$ cat src/rtl/pkt_arb_pkg.sv
// Shared types and helpers for the packet round-robin arbiter: beat layout,
// FSM states and the round-robin pick.
package pkt_arb_pkg;

  localparam int PKT_NUM_SRC    = 4;
  localparam int PKT_SRC_W      = 2;
  localparam int PKT_DATA_WIDTH = 256;
  localparam int PKT_MAX_SRC    = 32;
  localparam int PKT_MAX_SRC_W  = 5;

  typedef enum logic {
    IDLE = 1'b0,
    BUSY = 1'b1
  } state_e;

  typedef struct packed {
    logic                      lw;
    logic [PKT_SRC_W-1:0]      src;
    logic [PKT_DATA_WIDTH-1:0] pld;
  } beat_t;

  // First set bit of avail at or above ptr, wrapping modulo n (n a power of 2).
  function automatic int unsigned rr_pick(input logic [PKT_MAX_SRC-1:0] avail,
                                          input int unsigned ptr,
                                          input int unsigned n);
    int unsigned              pick;
    logic                     found;
    logic [PKT_MAX_SRC_W-1:0] idx;
    pick  = ptr;
    found = 1'b0;
    for (int unsigned k = 0; k < PKT_MAX_SRC; k++) begin
      idx = PKT_MAX_SRC_W'((ptr + k) & (n - 1));
      if (!found && (k < n) && avail[idx]) begin
        pick  = 32'(idx);
        found = 1'b1;
      end
    end
    return pick;
  endfunction

endpackage

$ cat src/rtl/pkt_out_buf.sv
// Two-entry registered FIFO between the source pulls and the downstream port.
// Entry 0 is always the head, so the output is a plain register.
module pkt_out_buf
  import pkt_arb_pkg::*;
#(
  parameter type entry_t = beat_t
) (
  input  logic       clk,
  input  logic       rst_n,
  input  logic       push_i,
  input  entry_t     push_data_i,
  input  logic       pop_rdy_i,
  output logic       vld_o,
  output entry_t     head_o,
  output logic [1:0] cnt_o
);

  entry_t     e0_q, e0_d, e1_q, e1_d;
  logic [1:0] cnt_q, cnt_d;
  logic       pop;

  assign pop = (cnt_q != 2'd0) && pop_rdy_i;

  always_comb begin
    e0_d  = e0_q;
    e1_d  = e1_q;
    cnt_d = cnt_q;
    case ({push_i, pop})
      2'b10: begin
        if (cnt_q == 2'd0) e0_d = push_data_i;
        else               e1_d = push_data_i;
        cnt_d = cnt_q + 2'd1;
      end
      2'b01: begin
        e0_d  = e1_q;
        cnt_d = cnt_q - 2'd1;
      end
      2'b11: begin
        if (cnt_q == 2'd1) begin
          e0_d = push_data_i;
        end else begin
          e0_d = e1_q;
          e1_d = push_data_i;
        end
      end
      default: ;
    endcase
  end

  always_ff @(posedge clk or negedge rst_n) begin
    if (!rst_n) begin
      e0_q  <= '0;
      e1_q  <= '0;
      cnt_q <= 2'd0;
    end else begin
      e0_q  <= e0_d;
      e1_q  <= e1_d;
      cnt_q <= cnt_d;
    end
  end

  assign vld_o  = (cnt_q != 2'd0);
  assign head_o = e0_q;
  assign cnt_o  = cnt_q;

endmodule

$ cat src/rtl/pkt_rr_arb.sv
// Packet-level round-robin arbiter: grants one source per packet, pulls it
// beat by beat until last-word, and forwards beats through a 2-entry buffer.
module pkt_rr_arb
  import pkt_arb_pkg::*;
#(
  parameter int NUM_SRC    = PKT_NUM_SRC,
  parameter int SRC_W      = PKT_SRC_W,
  parameter int DATA_WIDTH = PKT_DATA_WIDTH,
  parameter int MAX_BEATS  = 64
) (
  input  logic                          clk,
  input  logic                          rst_n,
  input  logic [NUM_SRC-1:0]            src_avail,
  output logic [NUM_SRC-1:0]            src_rdata_en,
  input  logic [NUM_SRC-1:0]            src_req,
  input  logic [NUM_SRC-1:0]            src_lw,
  input  logic [NUM_SRC*DATA_WIDTH-1:0] src_pld,
  output logic                          out_vld,
  input  logic                          out_rdy,
  output logic                          out_lw,
  output logic [SRC_W-1:0]              out_src,
  output logic [DATA_WIDTH-1:0]         out_pld,
  output logic                          err_overlen,
  output state_e                        dbg_state
);

  localparam int CNT_W = $clog2(MAX_BEATS + 1);

  typedef struct packed {
    logic                  lw;
    logic [SRC_W-1:0]      src;
    logic [DATA_WIDTH-1:0] pld;
  } arb_beat_t;

  state_e           state_q, state_d;
  logic [SRC_W-1:0] grant_q, grant_d;
  logic [SRC_W-1:0] rr_ptr_q, rr_ptr_d;
  logic [CNT_W-1:0] beat_cnt_q, beat_cnt_d;
  logic             err_q, err_d;

  logic             pull;
  logic             pull_lw;
  logic             grant_now;
  logic [1:0]       buf_cnt;
  arb_beat_t        push_beat;
  arb_beat_t        head;

  // Handshakes: a source beat moves when src_rdata_en[i] & src_req[i] (same
  // cycle); an output beat moves when out_vld & out_rdy. The pull strobe
  // depends only on registered state, never on out_rdy.
  assign pull      = |(src_rdata_en & src_req);
  assign pull_lw   = src_lw[grant_q];
  assign grant_now = (state_q == IDLE) && (|src_avail);

  always_ff @(posedge clk or negedge rst_n) begin
    if (!rst_n) begin
      state_q    <= IDLE;
      grant_q    <= '0;
      rr_ptr_q   <= '0;
      beat_cnt_q <= '0;
      err_q      <= 1'b0;
    end else begin
      state_q    <= state_d;
      grant_q    <= grant_d;
      rr_ptr_q   <= rr_ptr_d;
      beat_cnt_q <= beat_cnt_d;
      err_q      <= err_d;
    end
  end

  always_comb begin
    state_d    = state_q;
    grant_d    = grant_q;
    rr_ptr_d   = rr_ptr_q;
    beat_cnt_d = beat_cnt_q;
    err_d      = err_q;
    case (state_q)
      IDLE: begin
        if (grant_now) begin
          grant_d    = SRC_W'(rr_pick(PKT_MAX_SRC'(src_avail), 32'(rr_ptr_q), NUM_SRC));
          beat_cnt_d = '0;
          state_d    = BUSY;
        end
      end
      BUSY: begin
        if (pull) begin
          if (beat_cnt_q != CNT_W'(MAX_BEATS)) beat_cnt_d = beat_cnt_q + CNT_W'(1);
          if (!pull_lw && (beat_cnt_q == CNT_W'(MAX_BEATS - 1))) err_d = 1'b1;
          if (pull_lw) begin
            state_d  = IDLE;
            rr_ptr_d = grant_q + SRC_W'(1);
          end
        end
      end
      default: state_d = IDLE;
    endcase
  end

  always_comb begin
    src_rdata_en = '0;
    if ((state_q == BUSY) && (buf_cnt != 2'd2)) src_rdata_en[grant_q] = 1'b1;
  end

  assign push_beat.lw  = pull_lw;
  assign push_beat.src = grant_q;
  assign push_beat.pld = src_pld[grant_q*DATA_WIDTH +: DATA_WIDTH];

  pkt_out_buf #(
    .entry_t (arb_beat_t)
  ) u_out_buf (
    .clk         (clk),
    .rst_n       (rst_n),
    .push_i      (pull),
    .push_data_i (push_beat),
    .pop_rdy_i   (out_rdy),
    .vld_o       (out_vld),
    .head_o      (head),
    .cnt_o       (buf_cnt)
  );

  assign out_lw      = head.lw;
  assign out_src     = head.src;
  assign out_pld     = head.pld;
  assign err_overlen = err_q;
  assign dbg_state   = state_q;

endmodule

$ cat config.mk
export PLATFORM = sky130hd
export DESIGN_NAME = pkt_rr_arb
export DESIGN_NICKNAME = d
export VERILOG_FILES = /design/src/rtl/pkt_arb_pkg.sv /design/src/rtl/pkt_out_buf.sv /design/src/rtl/pkt_rr_arb.sv
export SDC_FILE = /design/constraint.sdc
export NUM_CORES = 1
export LEC_CHECK = 0
export ABC_CLOCK_PERIOD_IN_PS = 5000
export BUFFER_PORTS_ARGS = -buffer_cell sky130_fd_sc_hd__buf_2
export CAP_MARGIN = 10
export CORE_AREA = 2 2 502 504
export DETAILED_ROUTE_END_ITERATION = 6
export DIE_AREA = 0 0 504 506
export GPL_TIMING_DRIVEN = 0
export HOLD_SLACK_MARGIN = 0.08
export MAX_ROUTING_LAYER = met4
export PLACE_DENSITY = 0.3
export SLEW_MARGIN = 40
export SYNTH_ARGS = -nofsm -noshare
export SYNTH_HDL_FRONTEND = slang
export SYNTH_HIERARCHICAL = 1
export SYNTH_SLANG_ARGS = --single-unit
$ cat constraint.sdc
create_clock -name clk -period 5 [get_ports clk]
set_input_delay 0.5 -clock clk [delete_from_list [all_inputs] [get_ports clk]]
set_output_delay 0.5 -clock clk [all_outputs]
set_load 0.05 [all_outputs]
; ---- Yosys cells after proc, flatten, opt, wreduce, memory -nomap -nowiden
; Index checks and enable logic that the tools add are counted.
[op_classes]
addsub = 7
n_lt_le_gt_ge = 6
n_eq_ne = 13
shifts = 1
n_mux = 40
bitwise = 2
reduce_logical = 25
[op_table]
columns = operator, n
row1 = $mux W259, 4
row2 = $shiftx A1024 B11 Y256, 1
row3 = $pmux W259 S3, 1
row4 = $pmux W259 S2, 1
row5 = $lt A2 B6 Y1 const B, 4
row6 = $mux W7, 3
row7 = $mux W1, 18
row8 = $pmux W7 S2, 1
row9 = $reduce_and A3 Y1, 4
row10 = $bmux W1 S2, 5
row11 = $logic_and A1 B1 Y1, 8
row12 = $ne A2 B2 Y1 const B, 4
row13 = $reduce_or A4 Y1, 2
row14 = $add A7 B1 Y7 const B, 1
row15 = $eq A7 B6 Y1 const B, 1
row16 = $ne A7 B7 Y1 const B, 1
row17 = $add A2 B1 Y2 const B, 3
row18 = $mux W2, 3
row19 = $ne A2 B1 Y1 const B, 3
row20 = $reduce_bool A2 Y1, 3
row21 = $add A2 B2 Y2 const B, 2
row22 = $and A4 B4 Y4, 1
row23 = $eq A2 B1 Y1 const B, 2
row24 = $eq A2 B2 Y1 const B, 2
row25 = 12 further kinds, 16
[word_totals]
ff_bits = 533
output_inout_bits = 266
word_cells = 106

; ---- Longest topological paths before layout
; Gate-level depths: netlist (run 1).
[depth]
depth_word = 18
ltp_mapped = 16

; ---- Hierarchy
; Netlist (run 1), hierarchy kept.
[modules_own_cells]
columns = module, n_inst, cells_per_inst, area_per_inst_um2, seq_area_each_um2
row1 = pkt_out_buf, 1, 2042, 23015.8, 13012.5
row2 = pkt_rr_arb, 1, 405, 7000.5, 325.3

; ---- Worst setup path before layout (run 1)
; No wires, ideal clock.
[synth_path]
kind = reg-to-reg
startpoint = register grant_q[1]
endpoint = register u_out_buf/e1_q[100] (netlist bit)
setup_ps = 125
arrival_time_ps = 3328
t_required_ps = 4875
setup_slack_ps = 1547
stages_incl_launch_ff = 17
period_less_slack_ps = 3453
path_cell_list = dfrtp_1 > buf_2 > buf_2 > buf_2 > inv_1 > ha_1 > a22o_1 > o211ai_4 > inv_2 > ha_1 > and2_1 > clkbuf_1 > a211o_1 > buf_2 > buf_6 > buf_6 > mux2_4
[synth_between]
elab_chain_len = 10
elab_cells_between_ends = 18
[synth_rtl]
columns = element, line_no
row1 = from (decl), pkt_rr_arb.sv:36  ; logic [SRC_W-1:0] grant_q, grant_d;
row2 = from (signal assigned), pkt_rr_arb.sv:64  ; grant_q <= grant_d;
row3 = $lt A2 B3 Y1 (not written as such) or $ge A2 B1 Y1 (tied branches), pkt_rr_arb.sv:101  ; if ((state_q == BUSY) && (buf_cnt != 2'd2)) src_rdata_en[grant_q] = 1'b1;
row4 = $logic_and A1 B1 Y1 (not written as such), pkt_rr_arb.sv:101
row5 = $mux W1 (not written as such), pkt_rr_arb.sv:101
row6 = $demux W1 S2 *, pkt_rr_arb.sv:101
row7 = $mux W4 *, pkt_rr_arb.sv:101
row8 = $and A4 B4 Y4 *, pkt_rr_arb.sv:51  ; assign pull = |(src_rdata_en & src_req);
row9 = $reduce_or A4 Y1 *, pkt_rr_arb.sv:51
row10 = net pull, pkt_rr_arb.sv:41  ; logic pull;
row11 = $eq A2 B2 Y1, pkt_out_buf.sv:28  ; case ({push_i, pop})
row12 = $ne A2 B2 Y1 (no source line) or $reduce_bool A2 Y1 (tied branches), -
row13 = $reduce_and A3 Y1 (no source line), -
row14 = to (signal assigned), pkt_out_buf.sv:53  ; e1_q <= '0;
row15 = to (signal assigned), pkt_out_buf.sv:57  ; e1_q <= e1_d;
row16 = to (decl), pkt_out_buf.sv:18  ; entry_t e0_q, e0_d, e1_q, e1_d;
; Mark *: on every way through the listed nets, which the timed path passes. The rest lies on a longest branch. The select of a mux whose other input is x is not followed.
; A chain may end at the register's enable or synchronous reset.

; ---- Worst setup path in the final report (run 1)
[layout_path]
startpoint = register grant_q[1]
endpoint = register u_out_buf/e1_q[118] (netlist bit)
; Same word-level chain as after synthesis.

==> results of run 1 <==
[power breakdown]
part,switching [mW],leakage [nW],internal (mW)
Combinational,14.2,11.2,8.20
Clock,2.39,1.33,3.55
Sequential,1.26,6.14,6.71
Total,17.9,18.7,18.5
[flip-flops by register name, summed over array words and instances, names as in the netlist]
signal and count:
u_out_buf/e1_q 259, u_out_buf/head_o 259, beat_cnt_q 7, grant_q 2
rr_ptr_q 2, u_out_buf/cnt_o 2, dbg_state 1, err_overlen 1
[synthesized netlist by cell type (2+ instances only)]
master     number
mux2_1         12
or2_2           2
inv_1          13
o21ai_0       521
o31ai_1         3
nand2b_1        4
nand2_1         7
buf_6          26
o41ai_1         2
dfrtp_1       533
and2_1          3
a22o_1          3
buf_1           4
mux2_2         50
mux2_4        200
and3_1          5
a31oi_1       259
nand3_1         2
a211oi_1        2
o211ai_1        2
buf_4          23
o2bb2ai_1       2
nor2b_1         6
nor3_1          2
nor2_1        263
ha_1           13
a21oi_1         5
clkbuf_1      164
buf_2          43
mux4_2        257
[cell type report]
type	instances	area [µm²]
fillers	28000	206000
flip-flops and latches	533	13300
well taps	3348	4190
clock buffers	106	2220
repair buffers	1322	6950
plain buffers	260	1370
clock inverters	33	508
multi-input cells	1640	15300
inverters	14	52.6
diodes	111	278
[cell families after synthesis]
logic type,Yosys count,synth area share
simple gates,298,0.0395
mux,519,0.316
compound gates,808,0.149
xor+xnor,2,0.000584
buf+inv,274,0.0454
fa+ha+maj,13,0.00542
flops,533,0.444
[worst max-delay path, delay by kind of cell (launching register included)]
kind	cells	cell delay, ns
AO/OA/AOI/OAI	3	0.82
buffers and inverters	9	2.03
flip-flops	1	0.51
adder cells (fa/ha/maj)	2	0.56
multiplexers	1	0.31
AND/OR/NAND/NOR	1	0.17
[metal layers]
metal  wire (µm)  global-route usage  vias to the layer above
met3       25000              0.0798                      279
met1       90400               0.204                    14700
met4        6440              0.0459                        0
met2      103000               0.275                     1520
met5           0                   -                        -
li1            -                   -                    12400
[cell usage in the layout (no fill, tap or decap), drive strengths merged, types with 3 or more instances in the layout]
cell,synthesis,layout
clkbuf,164,270
buf,96,1417
diode,0,111
and3,5,5
a22o,3,3
o211ai,3,3
o31ai,3,3
dfrtp,533,533
mux4,257,257
clkinv,0,22
a31oi,259,259
bufinv,0,8
mux2,262,262
nand2b,4,4
and2,3,3
a21oi,5,5
nor2b,6,6
nand2,8,8
inv,14,15
o21ai,521,521
nor2,263,263
ha,13,13
o41ai,3,3
[stage by stage]
stage                     cells  power (mW)  TNS [ns]   util
final                      7367        36.4         0  0.177
after global routing       7351        38.5         0  0.177
after CTS                  7254        37.1         0  0.176
after detailed placement   7114        30.8   -220.29  0.165
after global placement     7099        30.6  -5864.50  0.163
after floorplan            2447        22.7         0      -
[what timing repair did]
action                                 4_1_cts  5_1_grt
endpoints found under the hold margin      169        0
cloned                                       0        0
setup endpoints to repair                  519      346
hold buffers                                 1        0
buffers inserted                             0        2
gates resized for setup                      8        1
pin swaps                                    0        1
[worst paths after layout]
path / startpoint / end
max: grant_q[1] / u_out_buf/e1_q[118]
min: rst_n / u_out_buf/head_o[123]
max reg2reg: grant_q[1] / u_out_buf/e1_q[118]
min reg2reg: err_overlen / err_overlen
max in group asynchronous: rst_n / grant_q[1]
min in group clk: src_avail[1] / grant_q[1]
==> impl_metrics.py, run 1 <==
metrics = {
    "cts": {
        "root_buffer": "clkbuf_16",
        "cts_tree": "done",
        "clockBufferDepth": 3,
        "htreeDepth": 3,
        "clk_pin_slew_ns": 0.06,
        "clkLatencyLatePin_ns": 0.71,
        "cts_inserted_buffers": 77,
        "cts_sinks": 533,
    },
    "timing": {
        "hold_slack_ns": 0.233,
        "slew_headroom": 0.474,
        "rsz0062_at_grt": "false",
        "finalClockSkew_ns": 0.0470,
        "max_freq_mhz": 216,
        "fin_ws_ns": 0.369,
        "min_period_ns": 4.63,
        "finalHoldViolCount": 0,
        "drv_slew": 0,
        "period_share": 0.926,
        "max_slew.worst_pin.slew_ns": 0.789,
        "setup_viol": 0,
    },
    "synth": {
        "seq_area_frac_synth": 0.444,
        "synth_fp_nets": 3499,
        "synthCells": 2447,
        "dominantRegCellSynth": "dfrtp_1",
        "synth-seq-cells": 533,
        "yosys.area.top_type": "dfrtp_1",
        "synth.area.top_cells": "dfrtp_1 44%, mux4_2 19%, mux2_4 10%, o21ai_0 8.7%, a31oi_1 5.4%",
        "async_reset_ff_frac": 1.00,
        "avgSynthCellArea_um2": 12.3,
        "ys_warn_count": 6,
        "synth_edf_count": 0,
        "yosysUniqueCellTypes": 46,
        "netlist.area_leader.share": 0.444,
        "netlist_area_um2": 30000,
    },
    "final_layout": {
        "drive_gt1_frac": 0.531,
        "fin_area_um2": 44200,
        "area_delta_synth_final_pct": 47.4,
        "nets": 4900,
    },
    "setup_path": {
        "crit_path_start_kind": "flip-flop",
        "timing.critical_path.required_ns": 5.55,
        "cp_max_fo": 10,
        "cp-end-kind": "flip-flop",
        "slowest_delay_ns": 0.51,
        "r2r_slack_ns": 0.37,
        "reg2reg_depth": 16,
        "slowest_stage": "dfrtp_2",
        "arrival_ns": 5.18,
        "path_common_cell": "buf_6",
        "worst-setup-path-type": "flip-flop to flip-flop",
        "cp_cell_sequence": "buf_6 > buf_6 > buf_2 > inv_1 > ha_1 > a22o_1 > o211ai_4 > inv_2 > ha_1 > and2_1 > clkbuf_1 > a211o_1 > buf_2 > buf_6 > buf_6 > mux2_4",
    },
    "die": {
        "die_y_um": 506,
        "die_w_um": 504,
        "ios": 1305,
        "start_util": 0.120,
        "core_um2": 250000,
        "dieArea_um2": 255000,
        "fp-row-count": 184,
    },
    "route": {
        "ant_nets": 0,
        "drt_pre_antenna_iters": 7,
        "wl_per_cell_um": 30.5,
        "vias": 28900,
        "wirelength_um": 225000,
        "viasPerCell": 3.93,
        "first_iter_violations": 1839,
        "route.detailed.drc": 0,
    },
    "global_route": {
        "grt_pass1_wl_um": 293000,
        "grt_max_degree": 85,
        "grt_usage": 0.176,
        "grt_antenna_before_repair": 208,
        "grt_overflow": 0,
        "grt_pass1_vias": 30100,
    },
    "job": {
        "cap_viol_max_count": 0,
    },
    "pwr": {
        "ir_drop_mv": 0.361,
        "cellPowerDensity_nw_per_um2": 822,
        "p_leak_nw": 18.7,
    },
    "placement": {
        "dp_hpwl_um": 186000,
        "place_area_um2": 41200,
        "io_buffers": 1304,
        "gp_congestion": 1.01,
        "detailedPlace.worstSlack_ns": -0.757,
    },
    "min_path": {
        "hold_class": "input pin to async pin",
    },
    "outcome": {
        "status": "completed",
    },
}
No activity file was read; power rests on OpenSTA's default activity.
==> run 2: changes to the inputs <==
--- a/config.mk
+++ b/config.mk
@@ -5,7 +5,7 @@
 export SDC_FILE = /design/constraint.sdc
 export NUM_CORES = 1
 export LEC_CHECK = 0
-export ABC_CLOCK_PERIOD_IN_PS = 5000
+export ABC_CLOCK_PERIOD_IN_PS = 3850
 export BUFFER_PORTS_ARGS = -buffer_cell sky130_fd_sc_hd__buf_2
 export CAP_MARGIN = 10
 export CORE_AREA = 2 2 502 504
==> constraint.sdc (replaced) <==
create_clock -name clk -period 3.85 [get_ports clk]
set_input_delay 0.385 -clock clk [delete_from_list [all_inputs] [get_ports clk]]
set_output_delay 0.385 -clock clk [all_outputs]
set_load 0.05 [all_outputs]
==> run 2 against run 1 <==
  * Sequential power up 29%
  * Clock skew up 0.0054 ns
  * First-iteration DRC count grew 10%
  * Sequential share of layout area shrank 0.72 points
  * Final area increased by 2.5%
  * Clock power up 30%
  * Total power is 31% higher
  * Critical path type unchanged
  * Register-to-register slack got worse by 0.22 ns
  * Clock-buffer cell count stayed put
  * Non-clock buffer count is 93 higher
  * Highest routed layer unchanged
==> impl_metrics.py, run 2 (synthesis results as in run 1) <==
metrics = {
    "setup_path": {
        "slowest_stage": "dfrtp_2",
        "cp_cell_sequence": "buf_6 > buf_12 > inv_1 > ha_1 > a22o_1 > o211ai_4 > inv_4 > ha_2 > and2_2 > a211o_1 > buf_4 > buf_8 > buf_6 > mux2_4",
        "path_common_cell": "buf_6",
        "timing.critical_path.required_ns": 4.40,
        "worst-setup-path-type": "flip-flop to flip-flop",
        "cp-end-kind": "flip-flop",
        "path_buf_inv": 7,
        "critPathTopFamily": "buffers and inverters",
        "cp_max_fo": 19,
        "crit_path_start_kind": "flip-flop",
        "slowest_delay_ns": 0.37,
        "arrival_ns": 4.25,
    },
    "final_layout": {
        "regArea_um2": 13300,
        "drive_gt1_frac": 0.531,
        "nets": 4993,
        "multi_input_area_um2": 15300,
        "fillers": 28000,
        "fin_util": 0.181,
        "area_delta_synth_final_pct": 51.0,
        "fin_area_um2": 45300,
        "final_common_cell": "buf_2",
        "final_cell_mix": "1341 x buf_2, 531 x dfrtp_1, 521 x o21ai_0, 262 x nor2_1, 259 x a31oi_1",
    },
    "global_route": {
        "grt_antenna_before_repair": 202,
        "grt_max_degree": 85,
        "grt_pass1_wl_um": 295000,
        "grt_overflow": 0,
        "grt_pass1_vias": 30600,
        "grt_usage": 0.176,
    },
    "cts": {
        "clockBufferDepth": 3,
        "cts_inserted_buffers": 77,
        "cts_tree": "done",
        "htreeDepth": 3,
        "cts_sinks": 533,
        "clk_pin_slew_ns": 0.06,
        "clkLatencyLatePin_ns": 0.71,
        "root_buffer": "clkbuf_16",
    },
    "placement": {
        "detailedPlace.worstSlack_ns": -1.91,
        "dp_hpwl_um": 186000,
        "gp_congestion": 1.01,
        "io_buffers": 1304,
        "place_area_um2": 41200,
    },
    "timing": {
        "drv_slew": 0,
        "setup_viol": 0,
        "slew_headroom": 0.473,
        "min_period_ns": 3.70,
        "max_freq_mhz": 271,
        "finalHoldViolCount": 0,
        "period_share": 0.960,
        "rsz0062_at_grt": "false",
        "fin_ws_ns": 0.153,
        "max_slew.worst_pin.slew_ns": 0.791,
        "finalSetupTns_ns": 0,
        "finalClockSkew_ns": 0.0524,
    },
    "pwr": {
        "clockPowerShare": 0.162,
        "netSwitchingFraction": 0.488,
        "power_frac_comb": 0.622,
        "cellPowerDensity_nw_per_um2": 1050,
        "internal_power_mw": 24.4,
        "power.switching_mw": 23.3,
        "finalPower_mw": 47.7,
        "seq_power_share": 0.216,
        "p_leak_nw": 19.3,
        "ir_drop_mv": 0.463,
    },
    "die": {
        "die_w_um": 504,
        "core_um2": 250000,
        "dieArea_um2": 255000,
        "ios": 1305,
        "fp-row-count": 184,
        "start_util": 0.120,
        "die_y_um": 506,
    },
    "route": {
        "wirelength_um": 225000,
        "vias": 29300,
        "route.detailed.drc": 0,
        "ant_nets": 0,
        "first_iter_violations": 2028,
        "viasPerCell": 3.92,
        "drt_pre_antenna_iters": 5,
        "wl_per_cell_um": 30.2,
    },
    "outcome": {
        "status": "completed",
    },
    "min_path": {
        "hold_class": "input pin to flip-flop",
    },
    "job": {
        "cap_viol_max_count": 0,
    },
}
## run 2: cell types whose count changed in the layout (fill, tap and decap cells not counted), sizes merged
cell and change:
dlygate4sd3 +94, diode +6, clkbuf -2, buf +1
## run 2: tightest hold or removal path: stages
cell    delay, ns
buf_2        0.08
mux4_2       0.24
mux2_4       0.14
## run 2: area by class of cell
class,count,share of cell area
Inverter,14,0.00121
Antenna cell,117,0.00646
Sequential cell,533,0.294
Tap cell,3348,0.0924
Clock inverter,33,0.0112
Clock buffer,106,0.0489
Buffer,256,0.0323
Multi-Input combinational cell,1640,0.338
Timing Repair Buffer,1419,0.175
## run 2: path summary, 6_finish.rpt
kind	startpoint	endpoint	slack [ns]	cells past startpoint
min reg2reg	err_overlen	err_overlen	0.47	2
max in group asynchronous	rst_n	u_out_buf/head_o[21]	2.11	5
max reg2reg	grant_q[1]	u_out_buf/e1_q[118]	0.15	14
min	src_pld[732]	u_out_buf/e1_q[220]	0.17	3
min in group asynchronous	rst_n	u_out_buf/head_o[120]	0.31	3
max	grant_q[1]	u_out_buf/e1_q[118]	0.15	14
## run 2: timing repair
item / CTS / global route
hold endpoints to repair: 219 / 0
pin swaps: 2 / 0
buffers inserted: 5 / 0
endpoints found under the setup margin: 521 / 389
hold buffers: 95 / 0
resized for setup: 61 / 25
## run 2: power by group through the flow
stage | sequential [mW] | clock [mW] | combinational [mW]
2_1_floorplan | 14.8 | 0 | 14.7
3_3_place_gp | 10.4 | 0 | 29.4
3_5_place_dp | 10.4 | 0 | 29.6
4_1_cts | 10.3 | 8.05 | 30.3
5_1_grt | 10.7 | 8.26 | 31.6
6_report | 10.3 | 7.71 | 29.7
## run 2: layer usage
| metal | track usage | share of wire |
|---|---|---|
| met1 | 0.209 | 0.41 |
| met2 | 0.278 | 0.46 |
| met3 | 0.0724 | 0.11 |
| met4 | 0.0395 | 0.025 |
| met5 | - | 0 |
## run 2: metrics by stage
step	hold slack (ns)	cells
3_5_place_dp	0.191	7114
3_3_place_gp	0.456	7099
2_1_floorplan	0.0894	2447
6_report	0.169	7466
4_1_cts	0.0801	7350
5_1_grt	0.108	7443
